`config.mk`:
```
export PLATFORM = sky130hd
export DESIGN_NAME = icb_alu_acc
export DESIGN_NICKNAME = d
export VERILOG_FILES = /design/src/rtl/icb_alu_pkg.sv /design/src/rtl/icb_alu_core.sv /design/src/rtl/icb_alu_acc.sv
export SDC_FILE = /design/constraint.sdc
export NUM_CORES = 1
export LEC_CHECK = 0
export BUFFER_PORTS_ARGS = -buffer_cell sky130_fd_sc_hd__buf_2
export CAP_MARGIN = 20
export CORE_ASPECT_RATIO = 1.1
export CORE_UTILIZATION = 25
export DETAILED_ROUTE_END_ITERATION = 16
export REMOVE_ABC_BUFFERS = 1
export SYNTH_ARGS = -nofsm -noshare
export SYNTH_HDL_FRONTEND = slang
export SYNTH_SLANG_ARGS = --single-unit
```
`constraint.sdc`:
```
create_clock -name clk -period 7.5 [get_ports clk]
set_clock_uncertainty 0.05 [all_clocks]
set_input_delay 1.5 -clock clk [delete_from_list [all_inputs] [get_ports clk]]
set_output_delay 1.5 -clock clk [all_outputs]
set_load 0.1 [all_outputs]
```
`src/rtl/icb_alu_pkg.sv`:
```
// rtl/icb_alu_pkg.sv - register offsets, CTRL bit positions and channel states for icb_alu_acc
package icb_alu_pkg;

  localparam logic [3:0] OFF_OPA     = 4'h0;
  localparam logic [3:0] OFF_OPB     = 4'h4;
  localparam logic [3:0] OFF_CTRL    = 4'h8;
  localparam logic [3:0] OFF_RESULT  = 4'hC;
  localparam logic [7:0] ADDR_STATUS = 8'h80;

  localparam int CTRL_START  = 0;
  localparam int CTRL_CLEAR  = 1;
  localparam int CTRL_SUB    = 2;
  localparam int CTRL_ACC    = 3;
  localparam int CTRL_IRQ_EN = 4;
  localparam int CTRL_SAT    = 5;
  localparam int CTRL_BUSY   = 8;

  localparam logic [0:0] ST_IDLE = 1'b0;
  localparam logic [0:0] ST_PEND = 1'b1;

  function automatic logic [31:0] merge_wmask(input logic [31:0] old_val,
                                              input logic [31:0] new_val,
                                              input logic [3:0]  wmask);
    logic [31:0] m;
    m = {{8{wmask[3]}}, {8{wmask[2]}}, {8{wmask[1]}}, {8{wmask[0]}}};
    return (old_val & ~m) | (new_val & m);
  endfunction

endpackage

```
`src/rtl/icb_alu_core.sv`:
```
// rtl/icb_alu_core.sv - shared DW-bit add/sub/saturate datapath; the granted channel's RESULT
// register in the top is its output stage, so a grant completes in one cycle.
module icb_alu_core #(
  parameter int DW = 32
) (
  input  logic [DW-1:0] a,
  input  logic [DW-1:0] b,
  input  logic          sub,
  input  logic          sat,
  output logic [DW-1:0] result,
  output logic          ovf
);

  logic [DW:0] sum;
  logic [DW:0] diff;

  always_comb begin
    sum    = {1'b0, a} + {1'b0, b};
    diff   = {1'b0, a} - {1'b0, b};
    // bit DW is carry-out for add and borrow for subtract
    ovf    = sub ? diff[DW] : sum[DW];
    result = sub ? diff[DW-1:0] : sum[DW-1:0];
    if (sat && ovf) result = sub ? '0 : '1;
  end

endmodule

```
`src/rtl/icb_alu_acc.sv`:
```
// rtl/icb_alu_acc.sv - NCH-channel ICB add/sub/accumulate peripheral with round-robin shared ALU
// Optional saturation (CTRL bit5) is built only when ICB_ALU_SAT_EN is defined.
module icb_alu_acc
  import icb_alu_pkg::*;
#(
  parameter int DW  = 32,
  parameter int NCH = 4
) (
  input  logic        clk,
  input  logic        rst_n,
  input  logic        icb_cmd_valid,
  output logic        icb_cmd_ready,
  input  logic        icb_cmd_read,
  input  logic [31:0] icb_cmd_addr,
  input  logic [31:0] icb_cmd_wdata,
  input  logic [3:0]  icb_cmd_wmask,
  output logic        icb_rsp_valid,
  input  logic        icb_rsp_ready,
  output logic [31:0] icb_rsp_rdata,
  output logic        icb_rsp_err,
  output logic        irq
);

  localparam int CW = (NCH > 1) ? $clog2(NCH) : 1;

  logic [DW-1:0]  opa    [NCH];
  logic [DW-1:0]  opb    [NCH];
  logic [DW-1:0]  result [NCH];
  logic [0:0]     st     [NCH];
  logic [NCH-1:0] ctrl_sub, ctrl_acc, ctrl_irq_en, ctrl_sat;
  logic [NCH-1:0] done, ovf, pend;
  logic [CW-1:0]  rr_ptr, gnt_idx, next_ptr;
  logic           gnt_valid;

  logic [7:0]  addr;
  logic [2:0]  ch_idx;
  logic [3:0]  off;
  logic        is_status, is_chan, cmd_err, cmd_fire, wr_en, status_wr;
  logic [31:0] rd_data;
  logic [NCH-1:0] wr_opa, wr_opb, wr_ctrl, start_req, clear_req, w1c_done, w1c_ovf;
  logic        unused_addr_hi;

  logic [DW-1:0] core_a, core_b, core_result;
  logic          core_sub, core_sat, core_ovf;

  assign addr           = icb_cmd_addr[7:0];
  assign unused_addr_hi = ^icb_cmd_addr[31:8];
  assign ch_idx         = addr[6:4];
  assign off            = addr[3:0];
  assign is_status      = (addr == ADDR_STATUS);
  assign is_chan        = !addr[7] && (int'(ch_idx) < NCH) && (off[1:0] == 2'b00);
  assign cmd_err        = !(is_status || is_chan) ||
                          (!icb_cmd_read && is_chan && off == OFF_RESULT);

  assign icb_cmd_ready = !icb_rsp_valid || icb_rsp_ready;
  assign cmd_fire      = icb_cmd_valid && icb_cmd_ready;
  assign wr_en         = cmd_fire && !icb_cmd_read && !cmd_err;
  assign status_wr     = wr_en && is_status;
  assign w1c_done      = (status_wr && icb_cmd_wmask[0]) ? icb_cmd_wdata[NCH-1:0] : '0;
  assign w1c_ovf       = (status_wr && icb_cmd_wmask[1]) ? icb_cmd_wdata[NCH+7:8] : '0;

  assign irq = |(done & ctrl_irq_en);

  always_comb begin
    wr_opa = '0; wr_opb = '0; wr_ctrl = '0; start_req = '0; clear_req = '0;
    for (int c = 0; c < NCH; c++) begin
      if (wr_en && is_chan && int'(ch_idx) == c) begin
        wr_opa[c]  = (off == OFF_OPA);
        wr_opb[c]  = (off == OFF_OPB);
        wr_ctrl[c] = (off == OFF_CTRL);
      end
      clear_req[c] = wr_ctrl[c] && icb_cmd_wmask[0] && icb_cmd_wdata[CTRL_CLEAR];
      start_req[c] = wr_ctrl[c] && icb_cmd_wmask[0] && icb_cmd_wdata[CTRL_START];
      pend[c]      = (st[c] == ST_PEND);
    end
  end

  always_comb begin
    rd_data = '0;
    if (is_status) begin
      rd_data[NCH-1:0] = done;
      rd_data[NCH+7:8] = ovf;
    end else if (is_chan) begin
      for (int c = 0; c < NCH; c++) begin
        if (int'(ch_idx) == c) begin
          case (off)
            OFF_OPA:    rd_data = 32'(opa[c]);
            OFF_OPB:    rd_data = 32'(opb[c]);
            OFF_CTRL: begin
              rd_data[CTRL_SUB]    = ctrl_sub[c];
              rd_data[CTRL_ACC]    = ctrl_acc[c];
              rd_data[CTRL_IRQ_EN] = ctrl_irq_en[c];
              rd_data[CTRL_SAT]    = ctrl_sat[c];
              rd_data[CTRL_BUSY]   = pend[c];
            end
            OFF_RESULT: rd_data = 32'(result[c]);
            default:    rd_data = '0;
          endcase
        end
      end
    end
  end

  // Rotated priority search: the first pending channel at or after rr_ptr wins.
  always_comb begin
    gnt_valid = 1'b0;
    gnt_idx   = '0;
    for (int i = 0; i < NCH; i++) begin
      for (int c = 0; c < NCH; c++) begin
        if (!gnt_valid && pend[c] && c == (int'(rr_ptr) + i) % NCH) begin
          gnt_valid = 1'b1;
          gnt_idx   = CW'(c);
        end
      end
    end
  end

  assign next_ptr = CW'((int'(gnt_idx) + 1) % NCH);

  always_comb begin
    core_a = '0; core_b = '0; core_sub = 1'b0; core_sat = 1'b0;
    for (int c = 0; c < NCH; c++) begin
      if (int'(gnt_idx) == c) begin
        core_a   = ctrl_acc[c] ? result[c] : opa[c];
        core_b   = opb[c];
        core_sub = ctrl_sub[c];
        core_sat = ctrl_sat[c];
      end
    end
  end

  icb_alu_core #(.DW(DW)) u_core (
    .a      (core_a),
    .b      (core_b),
    .sub    (core_sub),
    .sat    (core_sat),
    .result (core_result),
    .ovf    (core_ovf)
  );

`ifndef ICB_ALU_SAT_EN
  assign ctrl_sat = '0;
`endif

  always_ff @(posedge clk or negedge rst_n) begin
    if (!rst_n) begin
      for (int c = 0; c < NCH; c++) begin
        opa[c]    <= '0;
        opb[c]    <= '0;
        result[c] <= '0;
        st[c]     <= ST_IDLE;
      end
      ctrl_sub    <= '0;
      ctrl_acc    <= '0;
      ctrl_irq_en <= '0;
`ifdef ICB_ALU_SAT_EN
      ctrl_sat    <= '0;
`endif
      done        <= '0;
      ovf         <= '0;
      rr_ptr      <= '0;
    end else begin
      if (gnt_valid) rr_ptr <= next_ptr;
      for (int c = 0; c < NCH; c++) begin
        if (wr_opa[c]) opa[c] <= DW'(merge_wmask(32'(opa[c]), icb_cmd_wdata, icb_cmd_wmask));
        if (wr_opb[c]) opb[c] <= DW'(merge_wmask(32'(opb[c]), icb_cmd_wdata, icb_cmd_wmask));
        if (wr_ctrl[c] && icb_cmd_wmask[0]) begin
          ctrl_sub[c]    <= icb_cmd_wdata[CTRL_SUB];
          ctrl_acc[c]    <= icb_cmd_wdata[CTRL_ACC];
          ctrl_irq_en[c] <= icb_cmd_wdata[CTRL_IRQ_EN];
`ifdef ICB_ALU_SAT_EN
          ctrl_sat[c]    <= icb_cmd_wdata[CTRL_SAT];
`endif
        end
        // CLEAR overrides a grant or START landing in the same cycle
        if (clear_req[c]) begin
          st[c]     <= ST_IDLE;
          result[c] <= '0;
          done[c]   <= 1'b0;
          ovf[c]    <= 1'b0;
        end else begin
          if (gnt_valid && int'(gnt_idx) == c) begin
            st[c]     <= ST_IDLE;
            result[c] <= core_result;
          end else if (start_req[c] && st[c] == ST_IDLE) begin
            st[c] <= ST_PEND;
          end
          if (gnt_valid && int'(gnt_idx) == c) done[c] <= 1'b1;
          else if (w1c_done[c])                 done[c] <= 1'b0;
          if (gnt_valid && int'(gnt_idx) == c && core_ovf) ovf[c] <= 1'b1;
          else if (w1c_ovf[c])                              ovf[c] <= 1'b0;
        end
      end
    end
  end

  always_ff @(posedge clk or negedge rst_n) begin
    if (!rst_n) begin
      icb_rsp_valid <= 1'b0;
      icb_rsp_rdata <= '0;
      icb_rsp_err   <= 1'b0;
    end else if (cmd_fire) begin
      icb_rsp_valid <= 1'b1;
      icb_rsp_rdata <= (icb_cmd_read && !cmd_err) ? rd_data : 32'h0;
      icb_rsp_err   <= cmd_err;
    end else if (icb_rsp_ready) begin
      icb_rsp_valid <= 1'b0;
    end
  end

endmodule
```
==> run metrics, run 1 <==
synthesized instance count=2959; worst-path fanout max=38; gr ovfl total=0; Hold Crit Start=icb_rsp_rdata[5]; Seq/Total Area, Yosys=40.2%; HPWL Detailed=68.6 mm; DIE AREA=0.112 mm²; Die Y=351 µm; pin count of the biggest net entering global routing=167; Setup crit end kind=flop; GPL Wtd Cong=0.951; CTS H-Tree Depth=2; first-pass GRT wire length=153 mm; Comb power frac=6.5%; RR Startpoint=pend[0]; Cell variety after synth=73; Rows=127; VDD IR-drop max=0.123 mV; Chip Width=319 µm; Hold-fix buffers, CTS=0; Post-synth EDFFs=0; ys async rst share=100%; Setup-failing EPs final=0; pwr dens=171 mW/mm²; Switching Share=25.2%; crit path launch type=flop; Hold Crit Class=reg -> reg; DRT Pass-1 Iters=5; drt wl/cell=23.5 µm; DRT antenna net count=0; Post-CTS Repair Setup Buffers=0; IO Pins=109; Worst Path Arrival=6900 ps; slew margin rel.=27.6%; DRT Wirelength=103 mm; synth warn=0; # fillers=11.5k; Clk pwr share=47.5%; Power Total=5320 µW; Cell Int Power=3980 µW; Cell Count Post-Placement=4304; DR iter-0 viols=2521; Worst-path clk slew=60 ps; Reg-to-Reg End=result[60]; DR DRC count=0; Core Util, Final=28.5%; setup TNS=0 ps; CTS resizes=0; unrepaired setup endpoints after global routing=no; TritonCTS buffer count=48; P&R area growth vs syn=13.0%; worst-margin pin slew=1090 ps; Worst R2R Path Depth=23; net switching power=1340 µW; final hold vios=0; critical setup path kind=reg -> reg; post-route insts no fill=4396; Leakage=0.0139 µW; synthesized flop and latch total=444; hold slack=425 ps; overall routing resource usage=18.0%; Worst R2R Setup Slack=1010 ps; initial antenna violation count=13; number of clock sinks=444; via count=23.9k; I/O Buffers=84; prevailing post-synth register cell=dfrtp_1; Critical Path Source=pend[0]; layout cells sized above 1=20.5%; Hold EP=icb_rsp_rdata[5]; Max-cap violations=0; power share of the sequential group=46.0%; period utilisation layout=86.5%; CTS tree=done; Root Driver=clkbuf_16; nets=3076; data required time of the worst path=7910 ps; Tmin final=6490 ps; status=complete, no violations; Final Max Tran Viols=0; CTS Buffer Depth=3; initial core utilization=25.3%; Mean Syn Cell Area=9.33 µm²; number of global-route vias before repair=23.2k; Hold Crit Depth=2; Syn Std Cell Area=0.0276 mm²; fmax=154 MHz; Via density=5.45; core area=0.109 mm²; Skew-Pair Late Insertion Delay=620 ps
placed cells by master, fill, tap and decap left out, types with 10 or more instances in the layout:
cell and n:
nor4_1 12, inv_1 63, buf_4 53, nand3_1 64, a22oi_1 44, mux2_2 341
clkbuf_16 50, xnor2_1 19, clkbuf_8 18, buf_2 81, a221oi_1 50, a21o_1 44
a21oi_1 350, nor2_1 301, and2_1 13, o21bai_1 15, a211oi_1 51, o211ai_1 11
o21ai_0 177, o22ai_1 28, dfrtp_1 440, nor3_1 43, mux2i_1 174, nor2b_1 22
a22o_1 18, nand2_1 223, ha_1 65, or3_1 11, clkinv_2 10, nand2b_1 15
cell families (layout without fill, tap and decap cells):
| family | count (synthesis) | count (layout) | synth area share [%] |
|---|---|---|---|
| xor gates and xnor gates | 22 | 22 | 0.698 |
| other | 0 | 2 | 0 |
| DFF | 444 | 444 | 40.2 |
| AOI/OAI and AO/OA | 878 | 878 | 19.7 |
| muxes | 521 | 521 | 20.6 |
| adders and majority gates | 68 | 68 | 3.08 |
| buffers and inverters | 276 | 292 | 3.89 |
| and+or+nand+nor | 750 | 750 | 11.8 |
worst max-delay path, cell delays in order, from the launching register on:
cell and delay [ps]:
dfrtp_1 460, a21oi_1 170, o21a_1 120, o22a_1 250
inv_1 130, ha_4 360, nor2b_4 470, buf_4 470
a22oi_1 130, nor2_1 110, a21oi_1 60, nor2_1 180
a21o_1 150, inv_1 50, ha_1 260, a2111oi_0 400
a21oi_1 170, o31ai_1 580, a2111oi_0 210, a211oi_1 500
mux2i_1 230, o311ai_0 170, a311oi_2 490, a21oi_1 140
metal layers:
layer	vias to the layer above	share of wire [%]	GRT usage, %
met5	-	0.11	0
met4	16	5.5	9.66
met3	284	7.4	3.35
met2	1033	47	29.5
met1	11897	40	22.5
li1	10715	-	-
layout make-up:
| type | count | area (µm²) | share of cell area (%) |
|---|---|---|---|
| Clock inverter | 15 | 143 | 0.457 |
| Multi-Input combinational cell | 2239 | 15500 | 49.8 |
| Timing Repair Buffer | 138 | 870 | 2.79 |
| Clock buffer | 75 | 1530 | 4.89 |
| Tap cell | 1419 | 1780 | 5.69 |
| Antenna cell | 2 | 5.00 | 0.0160 |
| Inverter | 64 | 240 | 0.770 |
| Sequential cell | 444 | 11100 | 35.6 |
worst max-delay path by stage:
stage / endpoint / slack, ps / depth (start not counted)
finish: result[60] / 1010 / 23
global route: result[124] / 580 / 22
CTS: result[60] / 1030 / 23
detailed placement: result[124] / 1050 / 23
global placement: result[92] / 1140 / 23
floorplan: result[28] / -20 / 21
Yosys cell counts (18+ instances only):
| master | count | area share, % |
|---|---|---|
| ha_1 | 68 | 3.1 |
| inv_1 | 63 | 0.86 |
| nor2b_1 | 23 | 0.52 |
| nand2_1 | 224 | 3.0 |
| dfrtp_1 | 444 | 40 |
| buf_1 | 28 | 0.38 |
| xnor2_1 | 19 | 0.60 |
| a21o_1 | 44 | 1.2 |
| mux2_2 | 341 | 14 |
| a211oi_1 | 51 | 1.4 |
| and2_1 | 20 | 0.45 |
| mux2i_1 | 174 | 6.3 |
| nand3_1 | 64 | 1.2 |
| a21oi_1 | 351 | 6.4 |
| nor2_1 | 305 | 4.1 |
| a22oi_1 | 44 | 1.2 |
| o22ai_1 | 28 | 0.63 |
| nor3_1 | 44 | 0.80 |
| a22o_1 | 18 | 0.57 |
| a221oi_1 | 50 | 1.6 |
| clkbuf_1 | 166 | 2.3 |
| o21ai_0 | 177 | 3.2 |
metrics by stage:
stage,instance area (µm²),worst slack [ps]
floorplan,26800,-15.0
global placement,29500,1140
detailed placement,29500,1050
CTS,31200,1030
global route,31200,576
finish,31200,1010
power groups by stage:
stage	registers, µW	clock network, µW	logic, µW
finish	2450	2530	348
global route	2450	2650	377
CTS	2450	2550	347
detailed placement	2490	0	346
global placement	2490	0	344
floorplan	2510	0	129
(Power assumes the default switching activity.)
==> run 2, diff against run 1 <==
--- a/config.mk
+++ b/config.mk
@@ -5,6 +5,7 @@
 export SDC_FILE = /design/constraint.sdc
 export NUM_CORES = 1
 export LEC_CHECK = 0
+export ABC_AREA = 1
 export BUFFER_PORTS_ARGS = -buffer_cell sky130_fd_sc_hd__buf_2
 export CAP_MARGIN = 20
 export CORE_ASPECT_RATIO = 1.1
==> run metrics, run 2 <==
first-pass GRT wire length=174 mm (+14%); DRT Wirelength=118 mm (+14%); Worst Path Arrival=6780 ps (-120 ps); GPL Wtd Cong=1.03 (+8.6%); Mean Syn Cell Area=7.35 µm² (-21%); most frequent cells in the layout=994 x nand2_1, 442 x dfrtp_1, 400 x inv_1; prevailing post-synth register cell=dfrtp_1; VDD IR-drop max=0.160 mV (+29%); CP max-delay cell=o21ai_0; synth warn=0 (unchanged); number of clock sinks=444 (unchanged); Post-CTS Repair Setup Buffers=0 (unchanged); unrepaired setup endpoints after global routing=no; multi-input logic area=0.0137 mm² (-12%); synthesized instance count=3718 (+26%); Tmin final=6410 ps (-78.1 ps); CTS tree=done; slew margin rel.=25.3% (-2.3 points); HPWL Detailed=79.7 mm (+16%); core area=0.108 mm² (-1.4%); period utilisation layout=85.5% (-1.0 points); Hold Crit Start=icb_rsp_rdata[25]; count leader, synth=nand2_1; CP peak stage delay=530 ps (-50 ps); CTS Buffer Depth=3 (unchanged); biggest area consumer among synthesized cells=dfrtp_1; Final Max Tran Viols=0 (unchanged); gr ovfl total=0 (unchanged); DRT Pass-1 Iters=8 (+3); # fillers=11.8k (+2.5%); Worst-path clk slew=60 ps (about the same); Via density=5.31 (-2.5%); data required time of the worst path=7870 ps (-40 ps); layout cells sized above 1=9.01% (-11 points); number of global-route vias before repair=26.6k (+15%); DRT antenna net count=0 (unchanged); Critical Path Source=pend[3]; worst setup path end=result[51]; drt wl/cell=23.0 µm (-2.5%); crit path launch type=flop; commonest non-fill, non-tap cell in the layout=nand2_1; Hold Crit Class=reg -> reg; critical setup path kind=reg -> reg; Hold-fix buffers, CTS=0 (unchanged); FF+latch area=0.0111 mm² (about the same); Post-synth top cells=996 x nand2_1, 444 x dfrtp_1, 403 x inv_1; via count=27.4k (+14%); DIE AREA=0.111 mm² (-1.1%); final hold vios=0 (unchanged); DR iter-0 viols=3284 (+30%); Cell variety after synth=62 (-15%); IO Pins=109 (unchanged); Hold Crit Depth=2 (unchanged); P&R area growth vs syn=12.9% (about the same); CTS resizes=0 (unchanged); pwr dens=172 mW/mm² (+0.65%); synthesized flop and latch total=444 (unchanged); Core Util, Final=28.6% (+0.066 points); Chip Width=317 µm (-0.54%); status=complete, no violations; worst-path fanout max=40 (+5.3%); Seq/Total Area, Yosys=40.7% (+0.44 points); setup TNS=0 ps (unchanged); Root Driver=clkbuf_16; initial antenna violation count=6 (-7); Post-synth EDFFs=0 (unchanged); Worst R2R Setup Slack=1090 ps (+80 ps); initial core utilization=25.3% (+0.070 points); TritonCTS buffer count=50 (+4.2%); DR DRC count=0 (unchanged); overall routing resource usage=21.1% (+3.1 points); Worst R2R Path Depth=32 (+39%); Rows=126 (-0.79%); pin count of the biggest net entering global routing=137 (-18%); fmax=156 MHz (+1.2%); worst-margin pin slew=1120 ps (+32.2 ps); nets=3843 (+25%); RR Startpoint=pend[3]; Skew-Pair Late Insertion Delay=620 ps (about the same); Die Y=349 µm (-0.54%); Leakage=0.0135 µW (-3.3%); top post-synthesis cells by area=dfrtp_1 41%, nand2_1 14%, inv_1 5.5%, o21ai_1 5.1%, a21oi_1 4.8%; ys async rst share=100% (unchanged); Max-cap violations=0 (unchanged); Reg-to-Reg End=result[51]; I/O Buffers=84 (unchanged); Setup-failing EPs final=0 (unchanged); Setup crit end kind=flop; post-synth top area share=40.7% (+0.44 points); CTS H-Tree Depth=2 (unchanged); Syn Std Cell Area=0.0273 mm² (-1.1%)
[run 2: changes by cell type in the layout (fill, tap and decap cells not counted), sizes merged, moves of 98 or more]
cell	previous run	this run
inv	64	421
mux2	343	0
mux2i	174	0
nand2	224	1033
nor2	306	208
o21ai	181	536
[run 2: metal layers]
metal,track usage [%],vias to the layer above,part of all wire [%]
li1,-,12483,-
met1,26.5,12949,39
met2,33.7,1553,45
met3,3.89,394,9.2
met4,12.3,2,6.6
met5,0,-,0.0093
[run 2: worst min path at each step]
stage,slack (ps),to
after floorplan,400,result[119]
after global placement,420,icb_rsp_rdata[3]
after detailed placement,410,icb_rsp_rdata[25]
after CTS,430,icb_rsp_rdata[25]
after global routing,450,icb_rsp_rdata[25]
final,430,icb_rsp_rdata[25]
[run 2: cell type report]
class	count	area share, %
sequential	444	36.0
clock buffer	71	4.78
clock inverter	19	0.742
antenna	6	0.0487
inverter	425	5.20
multi-input combinational	2637	44.3
tap	1408	5.71
timing repair buffer	144	3.16
[run 2: kinds of logic after synthesis]
group,count (synthesis),synth area share (%)
XOR/XNOR,15,0.481
buffers and inverters,637,9.50
adder cells (fa/ha/maj),68,3.11
AO/OA/AOI/OAI,1140,24.7
AND/OR/NAND/NOR,1414,21.6
flip-flops,444,40.7
[run 2: critical path, delay by kind of cell, from the launching register on]
family	cells	cell delay, ps
AOI/OAI and AO/OA	10	2130
and+or+nand+nor	13	1800
buffers and inverters	7	1090
adders and majority gates	2	660
DFF	1	440
[run 2: through the flow]
step           instances  setup slack [ps]  cell area [µm²]  power [µW]  hold WS, ps
2_1_floorplan       3506              1140            26300        2570          399
3_3_place_gp        5054              1330            29100        2740          416
3_5_place_dp        5056              1280            29100        2740          414
4_1_cts             5146              1170            30800        5320          429
5_1_grt             5151               585            30800        5430          446
6_report            5154              1090            30800        5290          428
[run 2: where the power goes]
group          internal [µW]  total, µW  switching, µW
clock network           1540       2600           1060
logic                   55.1        295            239
registers               2400       2400           2.50
total                   3990       5290           1300
